## config.mk

```make
export PLATFORM = sky130hd
export DESIGN_NAME = ram_bist_sequencer_flat
export DESIGN_NICKNAME = d
export VERILOG_FILES = /design/src/rtl/ram_bist_sequencer_if.sv /design/src/rtl/ram_bist_sequencer.sv /design/src/flat_wrapper.sv
export SDC_FILE = /design/constraint.sdc
export NUM_CORES = 1
export LEC_CHECK = 0
export CAP_MARGIN = 10
export CORE_MARGIN = 2
export CORE_UTILIZATION = 45
export CTS_BUF_LIST = sky130_fd_sc_hd__clkbuf_4 sky130_fd_sc_hd__clkbuf_8
export CTS_CLUSTER_DIAMETER = 60
export DETAILED_ROUTE_END_ITERATION = 16
export GPL_ROUTABILITY_DRIVEN = 0
export PLACE_DENSITY = 0.82
export SLEW_MARGIN = 25
export SYNTH_ARGS = -nofsm -noshare
export SYNTH_HDL_FRONTEND = slang
export SYNTH_SLANG_ARGS = --single-unit
export TNS_END_PERCENT = 10
```

## constraint.sdc

```tcl
create_clock -name Clk -period 3.03 [get_ports Clk]
set_clock_uncertainty 0.05 [all_clocks]
set_input_delay 0.606 -clock Clk [delete_from_list [all_inputs] [get_ports Clk]]
set_output_delay 0.606 -clock Clk [all_outputs]
set_load 0.02 [all_outputs]
```

## src/rtl/ram_bist_sequencer_if.sv

```systemverilog
// RAM port bundle between the BIST sequencer (master) and the 64x32 word RAM (slave).
interface ram_bist_sequencer_if;
    logic [5:0]  Mem_Addr;
    logic        Mem_Write;
    logic [31:0] M_W_Data;
    logic [31:0] M_R_Data;

    modport master (output Mem_Addr, output Mem_Write, output M_W_Data, input M_R_Data);
    modport slave  (input Mem_Addr, input Mem_Write, input M_W_Data, output M_R_Data);
endinterface

```

## src/rtl/ram_bist_sequencer.sv

```systemverilog
// BIST sequencer for the 64x32 RAM: writes a per-byte address pattern over a fixed window,
// reads every word back and reports pass/fail, the mismatch count and the first failing address.
module ram_bist_sequencer #(
    parameter logic [5:0] ADDR_LO  = 6'd0,
    parameter logic [5:0] ADDR_HI  = 6'd63,
    parameter logic [7:0] XOR_KEY  = 8'h00,
    parameter int         READ_LAT = 1
) (
    input  logic                 Clk,
    input  logic                 Rst_n,
    input  logic                 Start,
    ram_bist_sequencer_if.master mem,
    output logic                 Busy,
    output logic                 Done,
    output logic                 Pass,
    output logic [6:0]           Err_Count,
    output logic [5:0]           First_Err_Addr
);

    typedef enum logic [2:0] {
        IDLE,
        WRITE,
        RD_WAIT,
        RD_CHK,
        DONE
    } state_t;

    // A zero-latency RAM answers in the same cycle, so the wait state is skipped entirely.
    localparam state_t     READ_ENTRY = (READ_LAT == 0) ? RD_CHK : RD_WAIT;
    localparam logic [1:0] WAIT_LAST  = (READ_LAT > 0) ? 2'(READ_LAT - 1) : 2'd0;

    state_t      state;
    logic [5:0]  addr_cnt;
    logic [1:0]  wait_cnt;
    logic        mem_write_q;
    logic [31:0] w_data_q;
    logic        rd_mismatch;

    function automatic logic [31:0] pattern(input logic [5:0] a);
        logic [31:0] p;
        p = '0;
        for (int k = 0; k < 4; k++) begin
            p[8*k +: 8] = {2'(k), a} ^ XOR_KEY;
        end
        return p;
    endfunction

    assign rd_mismatch   = (mem.M_R_Data != pattern(addr_cnt));
    assign mem.Mem_Addr  = addr_cnt;
    assign mem.Mem_Write = mem_write_q;
    assign mem.M_W_Data  = w_data_q;

    // NOTE: all state is updated with non-blocking assignments so every branch below
    // sees the pre-edge values of addr_cnt and Err_Count, whatever the statement order.
    always_ff @(posedge Clk or negedge Rst_n) begin
        if (!Rst_n) begin
            state          <= IDLE;
            addr_cnt       <= '0;
            wait_cnt       <= '0;
            mem_write_q    <= 1'b0;
            w_data_q       <= '0;
            Busy           <= 1'b0;
            Done           <= 1'b0;
            Pass           <= 1'b0;
            Err_Count      <= '0;
            First_Err_Addr <= '0;
        end else begin
            case (state)
                IDLE, DONE: begin
                    if (Start) begin
                        state          <= WRITE;
                        addr_cnt       <= ADDR_LO;
                        mem_write_q    <= 1'b1;
                        w_data_q       <= pattern(ADDR_LO);
                        Busy           <= 1'b1;
                        Done           <= 1'b0;
                        Pass           <= 1'b0;
                        Err_Count      <= '0;
                        First_Err_Addr <= '0;
                    end
                end

                WRITE: begin
                    if (addr_cnt == ADDR_HI) begin
                        state       <= READ_ENTRY;
                        addr_cnt    <= ADDR_LO;
                        wait_cnt    <= '0;
                        mem_write_q <= 1'b0;
                        w_data_q    <= '0;
                    end else begin
                        addr_cnt <= addr_cnt + 6'd1;
                        w_data_q <= pattern(addr_cnt + 6'd1);
                    end
                end

                RD_WAIT: begin
                    if (wait_cnt == WAIT_LAST) begin
                        state <= RD_CHK;
                    end else begin
                        wait_cnt <= wait_cnt + 2'd1;
                    end
                end

                RD_CHK: begin
                    if (rd_mismatch) begin
                        Err_Count <= Err_Count + 7'd1;
                        if (Err_Count == '0) begin
                            First_Err_Addr <= addr_cnt;
                        end
                    end
                    if (addr_cnt == ADDR_HI) begin
                        state <= DONE;
                        Busy  <= 1'b0;
                        Done  <= 1'b1;
                        Pass  <= (Err_Count == '0) && !rd_mismatch;
                    end else begin
                        state    <= READ_ENTRY;
                        addr_cnt <= addr_cnt + 6'd1;
                        wait_cnt <= '0;
                    end
                end

                default: begin
                    state       <= IDLE;
                    mem_write_q <= 1'b0;
                    w_data_q    <= '0;
                    Busy        <= 1'b0;
                    Done        <= 1'b0;
                end
            endcase
        end
    end

endmodule

```

## src/flat_wrapper.sv

```systemverilog
// flat-port wrapper written by rule: the top's interface ports become plain ports
module ram_bist_sequencer_flat 
#(
    parameter logic [5:0] ADDR_LO  = 6'd0,
    parameter logic [5:0] ADDR_HI  = 6'd63,
    parameter logic [7:0] XOR_KEY  = 8'h00,
    parameter int         READ_LAT = 1
)
  (Clk, Rst_n, Start, Busy, Done, Pass, Err_Count, First_Err_Addr, mem_Mem_Addr, mem_Mem_Write, mem_M_W_Data, mem_M_R_Data);
  ram_bist_sequencer_if mem_i ();
  input  logic Clk;
  input  logic Rst_n;
  input  logic Start;
  output logic Busy;
  output logic Done;
  output logic Pass;
  output logic [6:0] Err_Count;
  output logic [5:0] First_Err_Addr;
  output wire logic [$bits(mem_i.Mem_Addr)-1:0] mem_Mem_Addr;
  output wire logic [$bits(mem_i.Mem_Write)-1:0] mem_Mem_Write;
  output wire logic [$bits(mem_i.M_W_Data)-1:0] mem_M_W_Data;
  input wire logic [$bits(mem_i.M_R_Data)-1:0] mem_M_R_Data;
  assign mem_Mem_Addr = mem_i.Mem_Addr;
  assign mem_Mem_Write = mem_i.Mem_Write;
  assign mem_M_W_Data = mem_i.M_W_Data;
  assign mem_i.M_R_Data = mem_M_R_Data;
  ram_bist_sequencer #(.ADDR_LO(ADDR_LO), .ADDR_HI(ADDR_HI), .XOR_KEY(XOR_KEY), .READ_LAT(READ_LAT)) u_core (.Clk(Clk), .Rst_n(Rst_n), .Start(Start), .mem(mem_i), .Busy(Busy), .Done(Done), .Pass(Pass), .Err_Count(Err_Count), .First_Err_Addr(First_Err_Addr));
endmodule
```

### Yosys cells after proc, flatten, opt, wreduce, memory -nomap -nowiden

Index checks and enable logic that the tools add are counted.

* bits in registers: 60
* latch bits: 0
* memory bits (writable): 0
* bits in read-only memories: 0
* bits of input ports: 35
* output and inout port bits: 55
* logic and storage cells: 80
* memories: 0

* add/sub/neg operators: 3
* multiply operators: 0
* div/mod/pow operators: 0
* magnitude comparators: 0
* equality and inequality tests: 14
* shift operators: 0
* multiplexer cells: 31
* bitwise operators: 2
* reductions and logical operators: 20

Operator list (count)
* $pmux 32 s3: 1
* $mux 32: 2
* $ne 32x32->1: 1
* $mux 6: 5
* $pmux 6 s3: 1
* $reduce_and 3->1: 6
* $mux 7: 2
* $pmux 7 s2: 1
* $mux 3: 4
* $pmux 3 s4: 1
* $pmux 6 s2: 1
* $ne 2x1->1 const B: 5
* $pmux 1 s3: 3
* $reduce_and 4->1: 2
* $add 7x1->7 const B: 1
* $logic_not 7->1: 1
* $add 6x1->6 const B: 1
* $eq 3x2->1 const B: 2
* $eq 6x6->1 const B: 1
* $mux 2: 3
* $ne 2x2->1 const B: 3
* $pmux 2 s3: 1
* $reduce_bool 3->1: 2
* $reduce_or 2->1: 3
* 12 further kinds: 17

### Longest topological paths before layout

* depth after elaboration: 5
* mapped depth: 8

### Worst setup path after synthesis

Ideal clock, no wire load.

* path type: input -> register
* from: input port mem_M_R_Data[1]
* to: register u_core.First_Err_Addr[0]
* library setup time: 120 ps
* arrival time: 2480 ps
* slack: 380 ps
* cell stages on the path: 7
* path buffers: 2
* cell sequence: or4_1 -> mux2i_1 -> nand2_1 -> or3b_1 -> buf_2 -> buf_6 -> a41o_2

* longest elaborated chain between the ends: 3

Ends and longest elaborated chain
* from (decl): RTL line flat_wrapper.sv:22 `input wire logic [$bits(mem_i.M_R_Data)-1:0] mem_M_R_Data;`
* $ne 32x32->1: RTL line ram_bist_sequencer.sv:48 `assign rd_mismatch = (mem.M_R_Data != pattern(addr_cnt));`
* $ne 2x1->1 (no source line)
* $reduce_and 4->1 (no source line)
* to (signal assigned): RTL line ram_bist_sequencer.sv:108 `First_Err_Addr <= addr_cnt;`
* to (decl): RTL line ram_bist_sequencer.sv:17 `output logic [5:0] First_Err_Addr`

No other way between the ends.
A chain may end at the register's enable or synchronous reset.

### Final worst setup path

* from: input port mem_M_R_Data[12]
* to: register u_core.Err_Count[4]

* longest elaborated chain between the ends: 3

Ends and longest elaborated chain
* $ne 32x32->1: RTL line ram_bist_sequencer.sv:48
* $ne 2x1->1 (no source line)
* $reduce_and 3->1 (no source line)
* to (signal assigned): RTL line ram_bist_sequencer.sv:106 `Err_Count <= Err_Count + 7'd1;`
* to (decl): RTL line ram_bist_sequencer.sv:16 `output logic [6:0] Err_Count,`

No other way between the ends.

==> flow_metrics.tcl <==
set metrics [dict create \
    p_sw_mw 0.9738 \
    die_x_um 75.22 \
    max_freq_mhz 365.0 \
    synth_top_area_cell "dfrtp_1" \
    diodes 0 \
    p_int_mw 1.441 \
    syn_inst 259 \
    core_um2 4817 \
    cts_root_buf "clkbuf_8" \
    ys_async_sr_fraction 1.000 \
    overflow 0 \
    rows 25 \
    path_cells "clkdlybuf4s50_1 -> or4_4 -> a211oi_2 -> nand4_2 -> or3b_1 -> buf_4 -> a221o_2" \
    dr.pass1.iters 4 \
    slew_violations 0 \
    hold_buffers 0 \
    dp_hpwl_mm 4.521 \
    h-tree-depth 2 \
    drt_iter0_drc 187 \
    cp_num_buf_inv 2 \
    critPathKind "in2reg" \
    final_cells 400 \
    grt_usage 0.2218 \
    grt_pass1_vias 2002 \
    crit_family "simple AND/OR/NAND/NOR gates" \
    yosysUniqueCellTypes 47 \
    die_h_um 75.22 \
    leakage_nw 1.335 \
    viasPerCell 5.560 \
    p_seq_frac 0.290 \
    numCtsBuffers 5 \
    syn_area_um2 2282 \
    cpMaxStageDelayCell "or4_4" \
    outcome "finished, final reports clean" \
    grt_pass1_wl_mm 9.508 \
    tightest_slew_ns 0.5622 \
    ios 90 \
    arrival_ns 2.87 \
    worst_setup_path_end_kind "register" \
    nNetsFinal 371 \
    io_buffers 85 \
    max-clock-path-buffers 2 \
    post-cts-setup-buffer-count 0 \
    placed_cells 392 \
    ys_seq_area_frac 0.3838 \
    fin_crit_sh 0.9041 \
    p_clk_frac 0.183 \
    antenna_found_initial 0 \
    r2r_cells 6 \
    postRouteAntennaNets 0 \
    ys_warn_count 0 \
    finalHoldWorstSlack_ns 0.4702 \
    setup_viol_count_final 0 \
    cp_slowest_stage_delay_ns 0.53 \
    avgSynthCellArea_um2 8.812 \
    required_ns 3.16 \
    layout_common_cells "clkdlybuf4s50_1 (85), dfrtp_1 (35), nand2_1 (29)" \
    hold_path.class "reg2reg" \
    wl_per_cell_um 15.14 \
    vias 2224 \
    ir_worst_vdd_mv 0.3671 \
    maxCapViolCount 0 \
    final_common_cell "clkdlybuf4s50_1" \
    finalPower_mw 2.415 \
    cp-start-kind "primary input" \
    drc_errors 0 \
    synthFlopType "dfrtp_1" \
    cts.clk_slew.worst_paths_ns 0.08 \
    start_util 0.4738 \
    rr_endpoint "u_core.Err_Count[4]" \
    synth-edff-count 0 \
    rsz0062_at_grt "false" \
    worstPathMaxFanout 14 \
    grt_max_degree 36 \
    hold-path-endpoint "u_core.Pass" \
    syn2layout_area_growth_pct 40.73 \
    die-area_um2 5657 \
    hold_start "u_core.Pass" \
    synth.area.top_cells "dfrtp_1 (38%), buf_4 (8.2%), o21ai_0 (5.3%)" \
    synth_top_area_frac 0.3838 \
    wl_mm 6.055 \
    slew_headroom 0.6234 \
    power.density_nw_per_um2 751.8 \
    hold_viol 0 \
    fin_crit_ns 2.740 \
    cts_tree "yes" \
    switching_share 0.4033 \
    r2r_slack_ns 0.57 \
    cts-resized-gates 0 \
    clock-sinks 35 \
    holdPathStages 2 \
    reg2reg_from "u_core.mem.Mem_Addr[5]" \
    ys_seq_elements 35 \
    p_comb_frac 0.528 \
    clk_latency_ns 0.29 \
    drive_above_1_share 0.1231 \
]
cells by family (layout without fill, tap and decap cells):
family | after synthesis | in the layout | share of synthesized area
buffers and inverters | 47 | 118 | 0.1261
xor gates and xnor gates | 6 | 6 | 0.02303
and+or+nand+nor | 103 | 103 | 0.2385
other | 1 | 4 | 0.001643
DFF | 35 | 35 | 0.3838
AOI/OAI and AO/OA | 57 | 57 | 0.1782
adders and majority gates | 4 | 4 | 0.02193
muxes | 6 | 6 | 0.02686
registers in the layout, summed over array words and instances (netlist names):
signal	flops
u_core.mem.Mem_Addr	6
u_core.First_Err_Addr	6
u_core.mem.M_W_Data	7
u_core.Done	1
u_core.Pass	1
u_core.Err_Count	7
u_core.state	3
u_core.mem.Mem_Write	1
u_core.Busy	1
u_core.wait_cnt	2
how the worst max path moves through the flow:
stage	start	end	depth (start not counted)
after floorplan	mem_M_R_Data[1]	u_core.First_Err_Addr[0]	7
after global placement	mem_M_R_Data[12]	u_core.Err_Count[4]	7
after detailed placement	mem_M_R_Data[12]	u_core.Err_Count[4]	7
after CTS	mem_M_R_Data[12]	u_core.Err_Count[4]	7
after global routing	mem_M_R_Data[12]	u_core.Err_Count[4]	7
final	mem_M_R_Data[12]	u_core.Err_Count[4]	7
area by class of cell:
type | count | area (um^2)
well taps | 67 | 83.83
inverters | 9 | 33.78
clock buffers | 6 | 82.58
multi-input cells | 180 | 1130
fillers | 423 | 1605
repair buffers | 101 | 970.9
clock inverters | 2 | 35.03
flip-flops and latches | 35 | 875.8
cell usage after synthesis, types with 2 or more instances:
cell      instances
a21o_1            4
buf_2             2
buf_4            25
or2_2             3
a22o_1            3
nand3_1          18
o21bai_1          2
clkbuf_1          9
inv_1             9
buf_6             2
xor2_1            4
dfrtp_1          35
nor3_1            7
ha_1              4
nand4_1          14
nand2b_1          2
nand2_1          29
a21oi_1           3
nor2_1           11
mux2i_1           5
xnor2_1           2
a21o_2            3
o21ai_0          24
and3_1            2
nor3b_1           3
or4_1             6
a41o_2            6
o311ai_0          3
stage by stage:
stage	TNS, ns	util	area (um^2)	worst slack, ns
3_3_place_gp	0	0.6423	3094	0.01412
6_report	0	0.6668	3212	0.2905
3_5_place_dp	-0.01263	0.6423	3094	-0.008935
4_1_cts	0	0.6668	3212	0.2873
2_1_floorplan	0	-	2293	0.3802
5_1_grt	0	0.6668	3212	0.2270
power by group through the flow:
stage	registers (mW)	logic (mW)	clock network [mW]
3_3_place_gp	0.706	1.26	0
5_1_grt	0.722	1.37	0.473
4_1_cts	0.703	1.28	0.449
3_5_place_dp	0.713	1.28	0
2_1_floorplan	0.829	0.675	0
6_report	0.700	1.27	0.441
tightest hold or removal path, cell delays in order, from the launching register on:
cell and delay (ns):
dfrtp_1 0.37, nand2_1 0.05, o21ai_0 0.06
routing by layer:
metal	global-route usage	vias to the layer above	part of all wire
met3	0.04284	15	0.073
met4	0.08382	0	0.025
met5	0	-	0
met1	0.2904	1046	0.42
li1	-	1065	-
met2	0.3655	98	0.48
Note: power is estimated with default switching activity, not from simulation.
